## src/rtl/meta_pkg.sv

```systemverilog
// -----------------------------------------------------------------------------
// meta_pkg
// Shared definitions for the metadata pair receiver:
//   DW_DEF   default metadata word width
//   CW_DEF   default pair-counter width
//   MCW      mismatch counter width (saturating)
//   pair_state_e  pairing FSM states
// Optional feature macro used by the receiver: META_PAIR_CHECK_EN
// -----------------------------------------------------------------------------
package meta_pkg;
   localparam int DW_DEF = 128;
   localparam int CW_DEF = 32;
   localparam int MCW    = 16;

   typedef enum logic [1:0] {
      ST_EMPTY = 2'd0,
      ST_GOT1  = 2'd1,
      ST_GOT2  = 2'd2,
      ST_PAIR  = 2'd3
   } pair_state_e;
endpackage

```

## src/rtl/meta_slot.sv

```systemverilog
// -----------------------------------------------------------------------------
// meta_slot
// One-entry capture register with a full flag.
// Ports:
//   clk, resetn      clock, asynchronous active-low reset
//   load             capture din and mark full
//   clear            mark empty (never asserted together with load)
//   din   [DW]       data to capture
//   full             slot holds a beat
//   dout  [DW]       captured data (zero when STORE = 0)
// STORE = 0 keeps only the full flag; no data register is built.
// -----------------------------------------------------------------------------
module meta_slot #(
   parameter int DW    = 128,
   parameter bit STORE = 1'b1
) (
   input  logic          clk,
   input  logic          resetn,
   input  logic          load,
   input  logic          clear,
   input  logic [DW-1:0] din,
   output logic          full,
   output logic [DW-1:0] dout
);
   logic full_q, full_d;

   always_comb begin
      full_d = full_q;
      if (load)
         full_d = 1'b1;
      else if (clear)
         full_d = 1'b0;
   end

   always_ff @(posedge clk or negedge resetn) begin
      if (!resetn)
         full_q <= 1'b0;
      else
         full_q <= full_d;
   end

   assign full = full_q;

   generate
      if (STORE) begin : g_store
         logic [DW-1:0] data_q, data_d;

         always_comb begin
            data_d = data_q;
            if (load)
               data_d = din;
         end

         always_ff @(posedge clk or negedge resetn) begin
            if (!resetn)
               data_q <= '0;
            else
               data_q <= data_d;
         end

         assign dout = data_q;
      end else begin : g_nostore
         // Data is intentionally dropped; only the handshake state is kept.
         logic unused_din;
         assign unused_din = ^din;
         assign dout       = '0;
      end
   endgenerate
endmodule

```

## src/rtl/meta_pair_rx.sv

```systemverilog
// -----------------------------------------------------------------------------
// meta_pair_rx
// Pairs one beat from metadata stream 1 with one beat from stream 2 and
// presents the stream-1 word downstream, optionally flagging a mismatch.
// Ports:
//   clk, resetn                       clock, asynchronous active-low reset
//   axis_meta1_tdata/tvalid/tready    stream 1 input
//   axis_meta2_tdata/tvalid/tready    stream 2 input
//   axis_pair_tdata/tvalid/tready     paired output (stream-1 value)
//   axis_pair_tuser                   mismatch flag for the presented pair
//   pair_count      [CW]              pairs delivered (wrapping)
//   mismatch_count  [16]              mismatching pairs delivered (saturating)
// Macro META_PAIR_CHECK_EN: enables the comparator, slot-2 data storage,
// tuser and mismatch_count. Without it tuser and mismatch_count are 0.
// -----------------------------------------------------------------------------
module meta_pair_rx
   import meta_pkg::*;
#(
   parameter int DW = DW_DEF,
   parameter int CW = CW_DEF
) (
   input  logic           clk,
   input  logic           resetn,
   input  logic [DW-1:0]  axis_meta1_tdata,
   input  logic           axis_meta1_tvalid,
   output logic           axis_meta1_tready,
   input  logic [DW-1:0]  axis_meta2_tdata,
   input  logic           axis_meta2_tvalid,
   output logic           axis_meta2_tready,
   output logic [DW-1:0]  axis_pair_tdata,
   output logic           axis_pair_tvalid,
   input  logic           axis_pair_tready,
   output logic           axis_pair_tuser,
   output logic [CW-1:0]  pair_count,
   output logic [MCW-1:0] mismatch_count
);
`ifdef META_PAIR_CHECK_EN
   localparam bit CHECK = 1'b1;
`else
   localparam bit CHECK = 1'b0;
`endif

   pair_state_e   state_q, state_d;
   logic          rdy_q;
   logic [DW-1:0] pair_tdata_q, pair_tdata_d;
   logic [CW-1:0] pair_cnt_q, pair_cnt_d;
   logic          slot1_full, slot2_full;
   logic [DW-1:0] slot1_data, slot2_data;
   logic          acc1, acc2, hs, enter_pair;
   logic [DW-1:0] word1;

   // rdy_q holds tready low during reset and for the release edge itself.
   assign axis_meta1_tready = rdy_q & ~slot1_full;
   assign axis_meta2_tready = rdy_q & ~slot2_full;

   assign acc1 = axis_meta1_tvalid & axis_meta1_tready;
   assign acc2 = axis_meta2_tvalid & axis_meta2_tready;
   assign hs   = (state_q == ST_PAIR) & axis_pair_tready;

   // A beat accepted this cycle has not reached its slot yet; take it directly.
   assign word1 = acc1 ? axis_meta1_tdata : slot1_data;

   meta_slot #(.DW(DW), .STORE(1'b1)) u_slot1 (
      .clk    (clk),
      .resetn (resetn),
      .load   (acc1),
      .clear  (hs),
      .din    (axis_meta1_tdata),
      .full   (slot1_full),
      .dout   (slot1_data)
   );

   meta_slot #(.DW(DW), .STORE(CHECK)) u_slot2 (
      .clk    (clk),
      .resetn (resetn),
      .load   (acc2),
      .clear  (hs),
      .din    (axis_meta2_tdata),
      .full   (slot2_full),
      .dout   (slot2_data)
   );

   always_comb begin
      state_d      = state_q;
      enter_pair   = 1'b0;
      pair_tdata_d = pair_tdata_q;
      pair_cnt_d   = pair_cnt_q;
      case (state_q)
         ST_EMPTY: begin
            if (acc1 && acc2) enter_pair = 1'b1;
            else if (acc1)    state_d    = ST_GOT1;
            else if (acc2)    state_d    = ST_GOT2;
         end
         ST_GOT1:  if (acc2) enter_pair = 1'b1;
         ST_GOT2:  if (acc1) enter_pair = 1'b1;
         ST_PAIR:  if (hs)   state_d    = ST_EMPTY;
         default:  state_d = ST_EMPTY;
      endcase
      if (enter_pair) begin
         state_d      = ST_PAIR;
         pair_tdata_d = word1;
      end
      if (hs)
         pair_cnt_d = pair_cnt_q + CW'(1);
   end

   always_ff @(posedge clk or negedge resetn) begin
      if (!resetn) begin
         state_q      <= ST_EMPTY;
         rdy_q        <= 1'b0;
         pair_tdata_q <= '0;
         pair_cnt_q   <= '0;
      end else begin
         state_q      <= state_d;
         rdy_q        <= 1'b1;
         pair_tdata_q <= pair_tdata_d;
         pair_cnt_q   <= pair_cnt_d;
      end
   end

   assign axis_pair_tvalid = (state_q == ST_PAIR);
   assign axis_pair_tdata  = pair_tdata_q;
   assign pair_count       = pair_cnt_q;

`ifdef META_PAIR_CHECK_EN
   logic           tuser_q, tuser_d;
   logic [MCW-1:0] mism_cnt_q, mism_cnt_d;
   logic [DW-1:0]  word2;

   assign word2 = acc2 ? axis_meta2_tdata : slot2_data;

   always_comb begin
      tuser_d    = tuser_q;
      mism_cnt_d = mism_cnt_q;
      if (enter_pair)
         tuser_d = (word1 != word2);
      if (hs && tuser_q && (mism_cnt_q != {MCW{1'b1}}))
         mism_cnt_d = mism_cnt_q + MCW'(1);
   end

   always_ff @(posedge clk or negedge resetn) begin
      if (!resetn) begin
         tuser_q    <= 1'b0;
         mism_cnt_q <= '0;
      end else begin
         tuser_q    <= tuser_d;
         mism_cnt_q <= mism_cnt_d;
      end
   end

   assign axis_pair_tuser = tuser_q;
   assign mismatch_count  = mism_cnt_q;
`else
   logic unused_slot2;
   assign unused_slot2    = ^slot2_data;
   assign axis_pair_tuser = 1'b0;
   assign mismatch_count  = '0;
`endif
endmodule

```

## config.mk

```make
export PLATFORM = sky130hd
export DESIGN_NAME = meta_pair_rx
export DESIGN_NICKNAME = d
export VERILOG_FILES = /design/src/rtl/meta_pkg.sv /design/src/rtl/meta_slot.sv /design/src/rtl/meta_pair_rx.sv
export SDC_FILE = /design/constraint.sdc
export NUM_CORES = 1
export LEC_CHECK = 0
export BUFFER_PORTS_ARGS = -buffer_cell sky130_fd_sc_hd__buf_2
export CAP_MARGIN = 10
export CORE_AREA = 2 2 169 171
export DETAILED_ROUTE_END_ITERATION = 16
export DIE_AREA = 0 0 171 173
export PLACE_DENSITY = 0.74
export SYNTH_ARGS = -nofsm -noshare
export SYNTH_HDL_FRONTEND = slang
export SYNTH_SLANG_ARGS = --single-unit
```

## constraint.sdc

```tcl
create_clock -name clk -period 4 [get_ports clk]
set_input_delay 0.4 -clock clk [delete_from_list [all_inputs] [get_ports clk]]
set_output_delay 0.4 -clock clk [all_outputs]
set_load 0.02 [all_outputs]
```

# Word-level counts from Yosys, hierarchy flattened
# Index checks and enable logic that the tools add are counted.
# classes
reduce_logical	6
muxes	14
n_eq_ne	6
n_addsub	1
bitwise_logic	7
# ops
op	count
2-to-1 mux 128 bit	1
adder 32 x 1 -> 32 bit, second input constant	1
2-to-1 mux 2 bit	5
2-to-1 mux 1 bit	6
AND 1 bit	5
equality test 2 bit, second input constant	2
inequality test 4 bit, second input constant	1
one-hot mux 2 bit (2 select lines)	1
AND reduction 4 bit	1
nonzero test 2 bit	2
inequality test 3 x 1 -> 1 bit, second input constant	1
inequality test 3 bit, second input constant	1
one-hot mux 1 bit (3 select lines)	1
nonzero test 3 bit	1
equality test 2 x 1 -> 1 bit, second input constant	1
logical NOT 2 bit	1
NOT 1 bit	2
logical AND 1 bit	1
# word_totals
elab_cells	41
inputBits	261
output_inout_bits	180
regBits	293

# Longest topological paths before layout
# Gate-level depths: netlist of the first run.
# depth
ltp_word	8
ltp_mapped	6
mapped_depth_nobuf	5

# Hierarchy
# A second synthesis of the first run with hierarchy kept.
# unflattened
cells_unflattened	1124
hier_area_um2	13489.2
# by_module_without_submodules
module	n_inst	seq_area_each_um2	area_per_inst_um2	cells_each
meta_pair_rx	1	4078.9	7656.1	719
meta_slot at u_slot1	1	3228.1	4832.1	273
meta_slot at u_slot2	1	25.0	1001.0	132

# Worst setup path before layout of the first run
# No wires, ideal clock.
# synth_path
kind	register to register
startpoint	register u_slot2.full_q, in the netlist u_slot2.full
endpoint	register pair_tdata_q[17], in the netlist axis_pair_tdata[17]
path_slack_ps	2054
required_ps	3875
setup_time_ps	125
path_stages_with_launch	7
arrival_time_ps	1821
path_buffers	2
synth_period_minus_slack_ps	1946
path_cell_list	dfrtp_1 > nor2b_1 > a21oi_1 > nor3_1 > buf_4 > buf_4 > mux2_2
# synth_between
elab_chain_cells	6
elab_cells_between_ends	7
classes_between	mux (3); bitwise (3); reduce/logical (1)
# synth_lines
element	line	text
start, declared	meta_slot.sv:25	logic full_q, full_d;
start signal, assigned	meta_slot.sv:39	full_q <= full_d;
NOT 1 bit *	meta_pair_rx.sv:54	assign axis_meta2_tready = rdy_q & ~slot2_full;
AND 1 bit *	meta_pair_rx.sv:54	
via axis_meta2_tready	meta_pair_rx.sv:29	output logic axis_meta2_tready,
AND 1 bit *	meta_pair_rx.sv:57	assign acc2 = axis_meta2_tvalid & axis_meta2_tready;
logical AND 1 bit	meta_pair_rx.sv:90	if (acc1 && acc2) enter_pair = 1'b1;
2-to-1 mux 1 bit	meta_pair_rx.sv:90	
one-hot mux 1 bit (3 select lines) *	meta_pair_rx.sv:88	case (state_q)
end signal, assigned	meta_pair_rx.sv:116	pair_tdata_q <= pair_tdata_d;
end, declared	meta_pair_rx.sv:45	logic [DW-1:0] pair_tdata_q, pair_tdata_d;
# Mark *: on every way through the listed nets, which the timed path passes. The rest lies on a longest branch.
# A chain may end at the register's enable or synchronous reset.

# Worst setup path in the final report of the first run
# layout_path
startpoint	register u_slot1.full_q, in the netlist u_slot1.full
endpoint	register pair_tdata_q[39], in the netlist axis_pair_tdata[39]
# layout_between
elab_chain_cells	6
elab_cells_between_ends	8
classes_between	mux (4); bitwise (3); reduce/logical (1)
# layout_lines
element	line	text
start, declared	meta_slot.sv:25	
start signal, assigned	meta_slot.sv:39	
NOT 1 bit *	meta_pair_rx.sv:53	assign axis_meta1_tready = rdy_q & ~slot1_full;
AND 1 bit *	meta_pair_rx.sv:53	
AND 1 bit *	meta_pair_rx.sv:56	assign acc1 = axis_meta1_tvalid & axis_meta1_tready;
logical AND 1 bit	meta_pair_rx.sv:90	
2-to-1 mux 1 bit	meta_pair_rx.sv:90	
one-hot mux 1 bit (3 select lines)	meta_pair_rx.sv:88	
# Every way passes the cells marked *; elsewhere a longest branch is shown, timed or not.

==> results of run 1 <==
==> cells in the mapped netlist <==
cell type,count,area [um^2]
dfrtp_1,293,7332
mux2_2,247,2781
buf_4,27,202.7
xnor2_1,19,166.4
buf_6,17,191.4
nand2_1,16,60.06
xor2_1,12,105.1
nand4_1,11,68.82
nand3_1,10,50.05
nor2_1,10,37.54
mux2_4,9,135.1
nor3_1,5,25.02
and3_1,3,18.77
nand4_2,3,37.54
nor3_2,3,30.03
a21oi_1,2,10.01
and2_1,2,12.51
and3_2,2,15.01
and4_1,2,17.52
buf_2,2,10.01
conb_1,2,7.510
inv_1,2,7.510
nor4_4,2,42.54
or4_4,2,22.52
a22o_1,1,8.760
clkbuf_1,1,3.750
ha_1,1,12.51
nand3_2,1,10.01
nor2b_1,1,6.260
nor2b_4,1,13.76
nor4_1,1,6.260
or2_2,1,6.260
or3_1,1,6.260
==> cell families after synthesis <==
family	synth area share, %
xor gates and xnor gates	2.369
and+or+nand+nor	4.247
muxes	25.45
AOI/OAI and AO/OA	0.1638
other	0.06553
adders and majority gates	0.1092
DFF	63.97
buffers and inverters	3.624
==> where the power goes <==
| part | leakage, nW | internal (mW) | switching, mW | total [mW] |
|---|---|---|---|---|
| clock network | 0.495 | 1.61 | 1.13 | 2.74 |
| logic | 2.80 | 2.14 | 2.30 | 4.43 |
| registers | 3.54 | 4.35 | 0.513 | 4.86 |
| total | 6.84 | 8.10 | 3.94 | 12.0 |
==> worst min path at each step <==
stage                         endpoint                   from  slack, ns  cells past startpoint
floorplan           axis_pair_tdata[0]                 resetn       0.10                      0
global placement        pair_count[31]         pair_count[31]       0.46                      1
detailed placement      pair_count[31]         pair_count[31]       0.47                      1
CTS                   u_slot1.dout[26]   axis_meta1_tdata[26]       0.06                      2
global route         u_slot1.dout[119]  axis_meta1_tdata[119]       0.06                      2
finish                u_slot1.dout[19]   axis_meta1_tdata[19]       0.09                      2
==> layout make-up <==
class / instances / area (um^2) / share of cell area, %
well taps: 378 / 473.0 / 3.326
diodes: 2 / 5.005 / 0.03520
repair buffers: 304 / 1619 / 11.39
flip-flops and latches: 293 / 7332 / 51.57
clock buffers: 50 / 947.2 / 6.661
clock inverters: 7 / 48.80 / 0.3432
multi-input cells: 386 / 3786 / 26.63
inverters: 2 / 7.507 / 0.05280
==> timing repair <==
item,4_1_cts,5_1_grt
setup endpoints to repair,0,0
hold buffers,1,0
hold endpoints to repair,56,0
==> sequential cells by signal, summed over array words and instances, names as in the netlist <==
name,flops
axis_pair_tdata,128
u_slot1.dout,128
pair_count,32
state_q,2
rdy_q,1
u_slot1.full,1
u_slot2.full,1
==> per-stage QoR <==
stage               hold slack (ns)  util (%)  power, mW
floorplan                    0.1044         -      8.146
global placement             0.4591     47.80      9.244
detailed placement           0.4726     47.80      9.420
CTS                         0.06088     51.44      12.21
global route                0.06386     51.46      12.76
finish                      0.08792     51.46      12.04
==> metal layers <==
| metal | global-route usage [%] | part of all wire, % | wire (um) | vias up |
|---|---|---|---|---|
| met2 | 23.37 | 44 | 10120 | 236 |
| met5 | 0 | 0 | 0 | - |
| met4 | 6.144 | 3.9 | 890 | 0 |
| met3 | 6.477 | 11 | 2439 | 62 |
| met1 | 19.10 | 41 | 9474 | 3291 |
| li1 | - | - | - | 3085 |
==> results.tsv, run 1 <==
stage	metric	value	unit
clock_network	CTS max path bufs	3	
sta	Peak Freq	449.5	MHz
floorplanning	die width	171	um
routing	DRT iter0 DRCs	246	
critical_path	Crit path depth	5	
power_and_ir_drop	VDD IR max	0.6535	mV
routing	DR vias/cell	4.693	
global_route	pin count of the biggest net entering global routing	122	
placed_design	Area after DPL	0.01321	mm^2
critical_path	r2r worst-path depth	5	
flow_run	Max Cap Viol	0	
floorplanning	Core Footprint	0.02763	mm^2
min_path	HP Class	input port to flip-flop	
global_route	number of global-route vias before repair	6956	
floorplanning	Die Y	173	um
sta	slew margin rel.	38.14	%
yosys	Yosys warning count	0	
critical_path	CP arrival	2.65	ns
critical_path	Critical Path RT	4.43	ns
yosys	Yosys cell types	33	
sta	final setup TNS	0	ns
routing	first-pass iteration count of the detailed router	4	
yosys	Post-Syn Area	0.01146	mm^2
critical_path	kind of cell adding the most delay to the critical path	buffers and inverters	
sta	unrepaired setup endpoints after global routing	no	
clock_network	CTS resizes	0	
clock_network	worst-skew pair later-pin latency	0.55	ns
placed_design	Placed Cells	1362	
global_route	grt total ovfl	0	
critical_path	Crit-path slowest cell	buf_4	
layout	Fillers	2376	
layout	share of layout cells above drive strength 1	59.88	%
critical_path	crit path from	u_slot1.full	
routing	DRC viols	0	
placed_design	DP Wirelength	15740	um
critical_path	Crit. End Element	flip-flop	
power_and_ir_drop	LEAKAGE	6.835	nW
critical_path	CP peak stage delay	0.66	ns
clock_network	CTS tree	built	
global_route	total track usage	15.28	%
sta	minimum clock period	2.225	ns
sta	Final Hold Fails	0	
routing	Routed Antenna Nets	0	
global_route	global-route wire length before repair	36610	um
critical_path	RR Endpoint	axis_pair_tdata[39]	
clock_network	TritonCTS Buffers	31	
routing	total number of vias	6674	
yosys	Mapped Cells	712	
sta	Tightest Pin Transition	0.9279	ns
yosys	syn avg cell area	16.10	um^2
critical_path	R2R Setup Slk	1.78	ns
critical_path	CP bufs+invs	1	
sta	Max Transition Viols Final	0	
routing	final WL	22920	um
sta	clock skew	0.007886	ns
placed_design	DP Worst Slack	1.776	ns
sta	Worst Setup Slack, final	1.775	ns
clock_network	CTS clk-pin slew, worst paths	0.06	ns
layout	Syn-to-layout area delta	24.06	%
layout	final instance area	0.01422	mm^2
layout	commonest cells after routing, fill and taps aside	buf_2, dfrtp_1, mux2_2	
layout	Layout Nets	1280	
layout	Non-Filler Instances	1422	
clock_network	htree depth	1	
critical_path	Crit Path Category	flip-flop to flip-flop	
layout	most common cell after layout, fill and taps aside	buf_2	
sta	final setup vio count	0	
placed_design	global placer's final weighted congestion	0.8093	
critical_path	CP Launch Type	flip-flop	
floorplanning	I/O Pins	441	
critical_path	r2r startpoint	u_slot1.full	
yosys	Seq/Total Area, Yosys	63.97	%
clock_network	Root Buffer	clkbuf_16	
floorplanning	Site Rows	61	
routing	wire length per cell	16.12	um
critical_path	critical path endpoint	axis_pair_tdata[39]	
placed_design	I/O Buffers	295	
sta	Final period util	55.62	%
clock_network	Setup Fix Bufs, Post-CTS	0	
floorplanning	Initial Utilization	41.48	%
yosys	#FFs+latches synth	293	
power_and_ir_drop	pwr dens	846.5	mW/mm^2
floorplanning	die area	0.02958	mm^2
clock_network	clk sinks	293	
critical_path	CP max FO	58	
critical_path	cells along the critical path	nor2b_4, a21oi_1, nor3_2, buf_4, mux2_2	
outcome	status	finished clean	
global_route	initial antenna violation count	2	
Note: power is estimated with default switching activity, not from simulation.
==> inputs of run 2 (changes only) <==
--- a/config.mk
+++ b/config.mk
@@ -7,10 +7,10 @@
 export LEC_CHECK = 0
 export BUFFER_PORTS_ARGS = -buffer_cell sky130_fd_sc_hd__buf_2
 export CAP_MARGIN = 10
-export CORE_AREA = 2 2 169 171
+export CORE_AREA = 2 2 171 173
 export DETAILED_ROUTE_END_ITERATION = 16
-export DIE_AREA = 0 0 171 173
-export PLACE_DENSITY = 0.74
+export DIE_AREA = 0 0 173 175
+export PLACE_DENSITY = 0.73
 export SYNTH_ARGS = -nofsm -noshare
 export SYNTH_HDL_FRONTEND = slang
 export SYNTH_SLANG_ARGS = --single-unit
==> constraint.sdc (replaced) <==
create_clock -name clk -period 2.1 [get_ports clk]
set_input_delay 0.21 -clock clk [delete_from_list [all_inputs] [get_ports clk]]
set_output_delay 0.21 -clock clk [all_outputs]
set_load 0.02 [all_outputs]
==> run 2 against run 1 <==
Against the previous run: setup slack lost 1.6 ns; core utilization grew 3.6 points; final cell count grew 10%; hold slack lost 0.043 ns; non-clock buffer count grew 145; count of clock-buffer cells in the layout shrank 8.
==> results.tsv, run 2 (same netlist as run 1, synthesis figures left out) <==
stage	metric	value	unit
floorplanning	die width	173	um
critical_path	RR Endpoint	axis_pair_tdata[87]	
layout	Non-Filler Instances	1567	
routing	total number of vias	7374	
layout	multi-input logic area	0.003786	mm^2
critical_path	CP max FO	51	
global_route	grt total ovfl	0	
global_route	global-route wire length before repair	42460	um
placed_design	Placed Cells	1382	
floorplanning	Site Rows	62	
routing	first-pass iteration count of the detailed router	4	
critical_path	CP peak stage delay	0.41	ns
global_route	initial antenna violation count	0	
critical_path	r2r startpoint	rdy_q	
power_and_ir_drop	Clk pwr share	21.9	%
clock_network	Root Buffer	clkbuf_16	
placed_design	DP Wirelength	16390	um
outcome	status	finished clean	
critical_path	CP bufs+invs	1	
clock_network	CTS tree	built	
critical_path	CP Launch Type	flip-flop	
sta	final setup TNS	0	ns
sta	Max Transition Viols Final	0	
clock_network	CTS max path bufs	3	
layout	Syn-to-layout area delta	36.46	%
sta	final hold slack	0.04471	ns
clock_network	TritonCTS Buffers	31	
placed_design	I/O Buffers	295	
power_and_ir_drop	LEAKAGE	7.453	nW
critical_path	CP arrival	2.33	ns
power_and_ir_drop	Comb pwr share	38.4	%
routing	Routed Antenna Nets	0	
layout	area occupied by registers	0.007332	mm^2
power_and_ir_drop	Sw Pwr	7.840	mW
flow_run	Max Cap Viol	0	
sta	clock skew	0.01983	ns
placed_design	Area after DPL	0.01336	mm^2
sta	minimum clock period	1.909	ns
power_and_ir_drop	sequential group share of total power	39.7	%
power_and_ir_drop	Int Power	15.72	mW
routing	DRC viols	0	
critical_path	Crit. End Element	flip-flop	
floorplanning	Core Footprint	0.02839	mm^2
layout	Layout Nets	1425	
layout	antenna diode count	0	
sta	Final Hold Fails	0	
clock_network	CTS resizes	0	
layout	Fillers	2286	
min_path	HP Class	input port to flip-flop	
sta	Final period util	90.92	%
global_route	pin count of the biggest net entering global routing	74	
min_path	worst hold start	axis_pair_tready	
layout	share of layout cells above drive strength 1	54.02	%
floorplanning	I/O Pins	441	
clock_network	CTS clk-pin slew, worst paths	0.06	ns
power_and_ir_drop	Sw Share	33.28	%
critical_path	cells along the critical path	nor2b_4, nand2_4, buf_12, mux2_2, mux2_2	
clock_network	clk sinks	293	
floorplanning	Initial Utilization	40.37	%
critical_path	r2r worst-path depth	5	
critical_path	Critical Path RT	2.52	ns
global_route	total track usage	17.34	%
floorplanning	Die Y	175	um
routing	final WL	26690	um
clock_network	worst-skew pair later-pin latency	0.55	ns
sta	Peak Freq	523.7	MHz
routing	DR vias/cell	4.706	
placed_design	global placer's final weighted congestion	0.7963	
clock_network	htree depth	1	
critical_path	R2R Setup Slk	0.19	ns
sta	unrepaired setup endpoints after global routing	no	
power_and_ir_drop	VDD IR max	0.9648	mV
min_path	WHS Endpoint	pair_count[2]	
critical_path	Crit-path slowest cell	mux2_2	
routing	wire length per cell	17.03	um
min_path	Hold Path Stages	3	
critical_path	kind of cell adding the most delay to the critical path	multiplexers	
critical_path	crit-path most repeated cell	mux2_2	
sta	final setup vio count	0	
layout	final instance area	0.01564	mm^2
routing	DRT iter0 DRCs	278	
critical_path	Crit Path Category	flip-flop to flip-flop	
floorplanning	die area	0.03028	mm^2
power_and_ir_drop	pwr dens	1506	mW/mm^2
layout	commonest cells after routing, fill and taps aside	buf_2, dfrtp_1, mux2_2	
layout	most common cell after layout, fill and taps aside	buf_2	
global_route	number of global-route vias before repair	7962	
-- run 2: changes by cell type in the layout (fill, tap and decap cells not counted), sizes merged --
| cell | before | now |
|---|---|---|
| clkbuf | 50 | 42 |
| inv | 4 | 3 |
| clkinv | 5 | 8 |
| diode | 2 | 0 |
| clkinvlp | 0 | 1 |
| dlygate4sd3 | 1 | 131 |
| buf | 303 | 318 |
| bufinv | 0 | 1 |
-- run 2: worst min-delay path: stages --
cell	delay, ns
buf_2	0.12
nand4_2	0.15
xnor2_1	0.07
-- run 2: area by class of cell --
cell class	count	area share, %
clock buffers	42	5.608
clock inverters	11	0.5520
inverters	2	0.04800
multi-input cells	386	24.21
flip-flops and latches	293	46.88
well taps	384	3.072
repair buffers	449	19.63
-- run 2: stage by stage --
step	util, %	setup slack [ns]	total power, mW
2_1_floorplan	-	0.1545	15.52
3_3_place_gp	47.05	0.1160	17.81
3_5_place_dp	47.05	0.1184	18.14
4_1_cts	55.06	0.06967	23.60
5_1_grt	55.09	0.09303	24.87
6_report	55.09	0.1906	23.56
-- run 2: what timing repair did --
item,in CTS,in global routing
setup endpoints to repair,0,6
endpoints found under the hold margin,332,0
hold buffers,131,0
setup buffers,0,1
-- run 2: worst max-delay path by stage --
stage	from	end	slack (ns)	cells after the start
floorplan	u_slot2.full	axis_pair_tdata[17]	0.15	6
global placement	u_slot1.full	axis_pair_tdata[1]	0.12	6
detailed placement	u_slot1.full	axis_pair_tdata[124]	0.12	6
CTS	u_slot1.full	axis_pair_tdata[124]	0.07	6
global route	u_slot1.full	axis_pair_tdata[73]	0.09	6
finish	rdy_q	axis_pair_tdata[87]	0.19	5
-- run 2: routing by layer --
metal,track usage [%],up-vias,share of wire (%)
met5,0,-,0
met4,5.791,0,2.8
met3,5.570,57,7.6
met2,29.48,251,50
met1,20.90,3713,40
li1,-,3353,-
-- run 2: power by group through the flow --
| stage | Clock (mW) | Sequential, mW | Combinational [mW] |
|---|---|---|---|
| after floorplan | 0 | 10.8 | 4.68 |
| after global placement | 0 | 9.24 | 8.57 |
| after detailed placement | 0 | 9.37 | 8.77 |
| after CTS | 5.30 | 9.30 | 8.99 |
| after global routing | 5.58 | 9.64 | 9.65 |
| final | 5.16 | 9.36 | 9.04 |
